`src/rtl/hub75_scan_driver.sv`:
```
// HUB75 scan driver: shifts one bit-plane per row pass, latches it, then lights
// the row for OE_BASE<<plane cycles (binary-coded modulation).
module hub75_scan_driver #(
  parameter int WIDTH    = 64,
  parameter int ROW_BITS = 5,
  parameter int BITS     = 8,
  parameter int OE_BASE  = 4
) (
  input  logic                                clock,
  input  logic                                reset_n,
  input  logic                                enable,
  output logic [ROW_BITS+$clog2(WIDTH)-1:0]   rd_addr,
  input  logic [6*BITS-1:0]                   rd_data,
  output logic                                pclk,
  output logic                                r0,
  output logic                                g0,
  output logic                                b0,
  output logic                                r1,
  output logic                                g1,
  output logic                                b1,
  output logic [ROW_BITS-1:0]                 addr,
  output logic                                lat,
  output logic                                oe_n,
  output logic                                frame_done
);
  localparam int CB = $clog2(WIDTH);
  localparam int PB = (BITS > 1) ? $clog2(BITS) : 1;
  localparam int CW = $clog2(OE_BASE) + BITS;

  typedef enum logic [1:0] {IDLE, SHIFT, LATCH, DISPLAY} state_t;

  state_t              r_state, w_state;
  logic [1:0]          r_phase, w_phase;
  logic [CB-1:0]       r_col, w_col;
  logic [ROW_BITS-1:0] r_row, w_row;
  logic [PB-1:0]       r_plane, w_plane;
  logic [CW-1:0]       r_cnt, w_cnt;

  logic [CW-1:0]       w_dur;
  logic                w_disp_last, w_last_plane, w_last_row;

  logic                      r_pclk, r_lat, r_oe_n, r_fd;
  logic [ROW_BITS-1:0]       r_addr;
  logic [ROW_BITS+CB-1:0]    r_rd_addr;
  logic [5:0]                r_pins;
  logic                      w_pclk_d, w_lat_d, w_oe_n_d, w_fd_d;
  logic [ROW_BITS-1:0]       w_addr_d;
  logic [ROW_BITS+CB-1:0]    w_rd_addr_d;
  logic [5:0]                w_pins_d, w_bits;
  logic [BITS-1:0]           w_slice;

  assign w_dur        = CW'(OE_BASE) << r_plane;
  assign w_disp_last  = (r_cnt == w_dur - CW'(1));
  assign w_last_plane = (r_plane == PB'(BITS-1));
  assign w_last_row   = &r_row;

  always_ff @(posedge clock or negedge reset_n) begin
    if (!reset_n) begin
      r_state <= IDLE;
      r_phase <= '0;
      r_col   <= '0;
      r_row   <= '0;
      r_plane <= '0;
      r_cnt   <= '0;
    end else begin
      r_state <= w_state;
      r_phase <= w_phase;
      r_col   <= w_col;
      r_row   <= w_row;
      r_plane <= w_plane;
      r_cnt   <= w_cnt;
    end
  end

  // r_phase doubles as the LATCH cycle index (0 = strobe, 1 = release)
  always_comb begin
    w_state = r_state;
    w_phase = r_phase;
    w_col   = r_col;
    w_row   = r_row;
    w_plane = r_plane;
    w_cnt   = r_cnt;
    case (r_state)
      IDLE: if (enable) begin
        w_state = SHIFT;
        w_phase = '0;
        w_col   = '0;
      end
      SHIFT: if (r_phase == 2'd2) begin
        w_phase = '0;
        if (r_col == CB'(WIDTH-1)) begin
          w_state = LATCH;
          w_col   = '0;
        end else begin
          w_col = r_col + CB'(1);
        end
      end else begin
        w_phase = r_phase + 2'd1;
      end
      LATCH: if (r_phase == 2'd0) begin
        w_phase = 2'd1;
      end else begin
        w_state = DISPLAY;
        w_phase = '0;
        w_cnt   = '0;
      end
      DISPLAY: if (w_disp_last) begin
        w_cnt = '0;
        if (w_last_plane) begin
          w_plane = '0;
          w_row   = r_row + ROW_BITS'(1);
        end else begin
          w_plane = r_plane + PB'(1);
        end
        w_state = enable ? SHIFT : IDLE;
      end else begin
        w_cnt = r_cnt + CW'(1);
      end
      default: w_state = IDLE;
    endcase
  end

  always_comb begin
    w_bits  = '0;
    w_slice = '0;
    for (int i = 0; i < 6; i++) begin
      w_slice   = rd_data[i*BITS +: BITS];
      w_bits[i] = w_slice[r_plane];
    end
  end

  // Output values are derived from the next state so registered pins line up
  // with the state they describe.
  always_comb begin
    w_pclk_d    = (w_state == SHIFT) && (w_phase == 2'd2);
    w_lat_d     = (w_state == LATCH) && (w_phase == 2'd0);
    w_oe_n_d    = (w_state != DISPLAY);
    w_addr_d    = r_addr;
    if (w_lat_d) w_addr_d = w_row;
    w_rd_addr_d = r_rd_addr;
    if ((w_state == SHIFT) && (w_phase == 2'd0)) w_rd_addr_d = {w_row, w_col};
    w_pins_d    = r_pins;
    if ((r_state == SHIFT) && (r_phase == 2'd1)) w_pins_d = w_bits;
    else if (w_state == IDLE)                    w_pins_d = '0;
    w_fd_d      = (w_state == DISPLAY) && (w_cnt == w_dur - CW'(1)) &&
                  w_last_plane && w_last_row;
  end

  always_ff @(posedge clock or negedge reset_n) begin
    if (!reset_n) begin
      r_pclk    <= 1'b0;
      r_lat     <= 1'b0;
      r_oe_n    <= 1'b1;
      r_fd      <= 1'b0;
      r_addr    <= '0;
      r_rd_addr <= '0;
      r_pins    <= '0;
    end else begin
      r_pclk    <= w_pclk_d;
      r_lat     <= w_lat_d;
      r_oe_n    <= w_oe_n_d;
      r_fd      <= w_fd_d;
      r_addr    <= w_addr_d;
      r_rd_addr <= w_rd_addr_d;
      r_pins    <= w_pins_d;
    end
  end

  assign pclk       = r_pclk;
  assign lat        = r_lat;
  assign oe_n       = r_oe_n;
  assign frame_done = r_fd;
  assign addr       = r_addr;
  assign rd_addr    = r_rd_addr;
  assign {r0, g0, b0, r1, g1, b1} = r_pins;

endmodule

```
`config.mk`:
```
export PLATFORM = sky130hd
export DESIGN_NAME = hub75_scan_driver
export DESIGN_NICKNAME = d
export VERILOG_FILES = /design/src/rtl/hub75_scan_driver.sv
export SDC_FILE = /design/constraint.sdc
export NUM_CORES = 1
export LEC_CHECK = 0
export CAP_MARGIN = 20
export CORE_MARGIN = 1.5
export CORE_UTILIZATION = 55
export DETAILED_ROUTE_END_ITERATION = 6
export GPL_ROUTABILITY_DRIVEN = 1
export PLACE_DENSITY = 0.83
export SYNTH_ARGS = -nofsm -noshare
export SYNTH_HDL_FRONTEND = slang
export SYNTH_SLANG_ARGS = --single-unit
export TNS_END_PERCENT = 1
```
`constraint.sdc`:
```
create_clock -name clock -period 6.24 [get_ports clock]
set_input_delay 0.936 -clock clock [delete_from_list [all_inputs] [get_ports clock]]
set_output_delay 0.936 -clock clock [all_outputs]
set_load 0.1 [all_outputs]
```
# Word level (Yosys, flattened, before mapping)
# Index checks and enable logic that the tools add are counted.
# word_totals
latchBits,0
romBits,0
word_cells,85
mem_bits_rw,0
ff_bits,54
mem_count,0
# op_classes
div,0
bitwise,0
add_sub_neg,6
muxes,36
reduce_logical,14
n_eq_ne,14
n_lt_le_gt_ge,1
n_shift,1
multipliers,0
# op_table
op,count
$mux W6,5
$eq A10 B10 Y1,2
$mux W10,2
$pmux W10 S2,1
$bmux W1 S3,6
$mux W5,3
$mux W2,7
$eq A2 B2 Y1 const B,6
$pmux W6 S2,1
$add A10 B1 Y10 const B,1
$shl A3 B3 Y10 const A,1
$sub A10 B1 Y10 const B,1
$logic_not A2 Y1,4
$mux W1,8
$pmux W2 S4,1
$logic_and A1 B1 Y1,7
$add A6 B1 Y6 const B,1
$eq A2 B1 Y1 const B,3
$eq A6 B6 Y1 const B,1
$pmux W2 S3,1
$add A5 B1 Y5 const B,1
$reduce_and A5 Y1,1
$lt A3 B4 Y1 const B,1
$add A3 B1 Y3 const B,1
other kinds (6),6

# Longest topological paths before layout
# logic_depth
ltp_word,9
mapped_depth,14
depth_no_buf,10

# Least setup slack after synthesis
# No wires, ideal clock.
# synth_timing
path_type,register to register
start,register r_plane[0]
end,register r_addr[0] (netlist: addr[0])
path_stages_with_launch,15
arrival_time_ns,3.693
required_ns,6.115
slack_ns,2.421
path_cell_list,dfrtp_1 clkbuf_1 clkbuf_1 inv_1 ha_1 buf_2 or3_4 and3_1 nor2_4 nor3_2 a21o_1 a21o_1 or3_1 buf_2 mux2_4
# synth_between
elab_chain_cells,7
# synth_lines
item,line_no,source
"start, declared",36,"logic [PB-1:0] r_plane, w_plane;"
"start signal, assigned",70,r_plane <= w_plane;
$shl A3 B3 Y10,52,assign w_dur = CW'(OE_BASE) << r_plane;
$sub A10 B1 Y10,53,assign w_disp_last = (r_cnt == w_dur - CW'(1));
$eq A10 B10 Y1,53,
$mux W2,107,DISPLAY: if (w_disp_last) begin
$pmux W2 S4,83,case (r_state)
$eq A2 B2 Y1,136,w_lat_d = (w_state == LATCH) && (w_phase == 2'd0);
$logic_and A1 B1 Y1,136,
"end signal, assigned",163,r_addr <= w_addr_d;
"end, declared",43,logic [ROW_BITS-1:0] r_addr;
# Parallel ways exist; a longest one is shown, timed or not.
# A chain may end at the register's enable or synchronous reset.

# Worst setup path after layout
# layout_timing
start,register r_plane[1]
end,register r_rd_addr[0] (netlist: rd_addr[0])
# layout_between
elab_chain_cells,7
# layout_lines
item,line_no,source
$shl A3 B3 Y10,52,
$sub A10 B1 Y10,53,
$eq A10 B10 Y1,53,
$mux W2,107,
$pmux W2 S4,83,
$eq A2 B1 Y1,141,"if ((w_state == SHIFT) && (w_phase == 2'd0)) w_rd_addr_d = {w_row, w_col};"
$logic_and A1 B1 Y1,141,
"end signal, assigned",164,r_rd_addr <= w_rd_addr_d;
"end, declared",44,logic [ROW_BITS+CB-1:0] r_rd_addr;
# No other way between the ends.

==> metrics.yaml <==
clocking:
  clk_path_buf_depth: 2
  cts_root_buf: "clkbuf_8"
  htreeDepth: 2
  hold_buffers: 0
  cts_sinks: 54
  cts_tree: "yes"
  postCtsSetupBuffers: 0
  path_clk_slew_ns: 0.10
  post_cts_resized: 0
  cts_buffers: 5
  clkLatencyLatePin_ns: 0.31
floorplan:
  ios: 77
  die_h_um: 82.20
  dieArea_um2: 6756
  die_w_um: 82.20
  rows: 28
  start_util: 0.5758
  coreArea_um2: 5991
synthesis:
  synthCells: 320
  synthMuxAreaShare: 0.1705
  synth-edff-count: 0
  synth_async_sr_flop_share: 1.000
  synth-seq-cells: 54
  synth_top_family_by_area: "multiplexers"
  synth_top_area_cell: "dfrtp_1"
  synth_compound_area_frac: 0.1679
  synth-warning-count: 0
  synth.area.top_cells: "dfrtp_1 38%, mux4_2 7.8%, mux2_2 4.6%"
  syn_area_um2: 3450
  ys_top_cells_by_count: "53 x dfrtp_1, 28 x nand2_1, 20 x nor2_1, 19 x o21ai_0, 14 x mux2_2"
  synthXorXnorAreaFrac: 0.04026
  yosysMostFrequentCell: "dfrtp_1"
  yosysSeqAreaShare: 0.3921
  syn_avg_cell_area_um2: 10.78
  synthAdderAreaFrac: 0.03627
  ys.flop_type: "dfrtp_1"
  synthesis.nets: 381
  yosysTopAreaCellShare: 0.3845
  ys_types: 71
  synthSimpleGateAreaFrac: 0.1567
timing:
  min_period_ns: 4.140
  finalSetupViolations: 0
  final_hold_viol_count: 0
  fin_setup_tns_ns: 0
  tightest_slew_ns: 0.9938
  fmax_mhz: 241.5
  slew_violations: 0
  finalWorstSetupSlack_ns: 2.100
  skew_ns: 0.006498
  maxSlewHeadroom: 0.3354
  grt_setup_unrepaired: "false"
  period_share: 0.6635
power_and_ir_drop:
  p_per_area_nw_per_um2: 377.3
  power.leakage_nw: 1.842
  ir_worst_vdd_mv: 0.2656
place:
  pre_cts_ws_ns: 2.112
  gp_congestion: 0.9392
  numPortBuffers: 76
  dp_cells: 453
  dpl.hpwl_um: 5844
critical_path:
  setup.worst_path.end: "rd_addr[0]"
  slowest_stage: "dfrtp_1"
  worst_setup_path_start_kind: "register"
  r2r_slack_ns: 2.10
  crit_path_end_kind: "register"
  worstSetupStartpoint: "r_plane[1]"
  worst_r2r_endpoint: "rd_addr[0]"
  cp_data_arrival_time_ns: 4.34
  critical-path-max-stage-delay_ns: 0.83
  crit_chain: "inv_1 -> ha_1 -> or3_4 -> a21oi_4 -> nor2_4 -> nor3_2 -> a21o_1 -> a31oi_1 -> nor2_1 -> mux2_2"
  path_max_fanout: 19
  r2r_cells: 10
  critPathRequiredTime_ns: 6.44
  r2r_start: "r_plane[1]"
  criticalPathCategory: "register to register"
route:
  via_per_inst: 6.117
  drtPass1Iterations: 4
  wl_um: 7721
  wl_per_cell_um: 16.75
  drtAntennaViolNets: 0
  route.vias.total: 2820
  drt-initial-drc-count: 244
  drcViolationCount: 0
layout:
  drive_gt1_frac: 0.1503
  diodes: 0
  final_util: 0.7226
  finalNetCount: 446
  areaGrowthSynthToFinish_pct: 25.50
  fin_cells: 461
global_route:
  grt_pass1_vias: 2671
  grt_start_max_net_pins: 55
  grt_pass1_wl_um: 12570
  antenna_found_initial: 0
  grt_overflow: 0
  track_usage: 0.2459
worst_hold_path:
  holdCritPathClass: "register to register"
status:
  outcome: "completed"
job:
  max_cap_violations: 0
[worst max-delay path: cells and delay by family (launching register included)]
family,cells,cell delay [ns]
flops,1,0.83
mux,1,0.42
fa+ha+maj,1,0.38
buf+inv,1,0.29
compound gates,3,0.53
simple gates,4,1.58
[cell type report]
class	count	area, um^2
fillers	438	1662
repair buffers	77	763.2
well taps	75	93.84
clock buffers	5	68.82
inverters	8	30.03
flip-flops and latches	54	1353
multi-input cells	239	1972
clock inverters	3	48.80
[per-layer routing]
metal	wire length, um	global-route usage
met1	3309	0.3284
met2	3750	0.3976
met4	124	0.07797
met3	536	0.05385
met5	0	0
[cell usage in the layout, fill, tap and decap left out, types with 7 or more instances in the layout]
cell             instances
clkdlybuf4s50_1         75
dfrtp_1                 53
nand2_1                 28
nor2_1                  20
o21ai_0                 19
mux2_2                  14
mux4_2                  12
ha_1                    10
a21oi_1                  9
inv_1                    8
nand3_1                  8
xnor2_1                  7
xor2_1                   7
mux2i_1                  7
[through the flow]
step / power (mW) / cell area (um^2) / hold WS (ns)
after detailed placement: 1.391 / 4212 / 0.4755
after global placement: 1.370 / 4212 / 0.4741
after global routing: 1.727 / 4329 / 0.5174
after CTS: 1.638 / 4329 / 0.5066
final: 1.633 / 4329 / 0.5034
after floorplan: 1.198 / 3450 / 0.4708
[how the worst min path moves through the flow]
stage	from	end	slack, ns	cells past startpoint
after global routing	r_pins[0]	r_pins[0]	0.52	1
after detailed placement	r_pins[5]	r_pins[5]	0.48	1
final	r_pins[4]	r_pins[4]	0.50	1
after CTS	r_pins[4]	r_pins[4]	0.51	1
after floorplan	r_row[3]	r_row[3]	0.47	1
after global placement	r_pins[0]	r_pins[0]	0.47	1
[power breakdown]
group / switching [mW] / internal [mW]
registers: 0.104 / 0.413
clock network: 0.121 / 0.122
logic: 0.547 / 0.327
total: 0.772 / 0.862
[cells by family after synthesis]
family,count (synthesis)
buffers and inverters,27
adders and majority gates,10
DFF,54
xor gates and xnor gates,15
AOI/OAI and AO/OA,75
muxes,39
and+or+nand+nor,100
[registers in the layout (all words and copies together), names as in the netlist]
| signal | cells |
|---|---|
| r_plane | 3 |
| rd_addr | 11 |
| frame_done | 1 |
| pclk | 1 |
| r_phase | 2 |
| oe_n | 1 |
| lat | 1 |
| addr | 5 |
| r_cnt | 10 |
| r_col | 6 |
| r_row | 5 |
| r_state | 2 |
| r_pins | 6 |
Power figures use the tool's default switching activity.
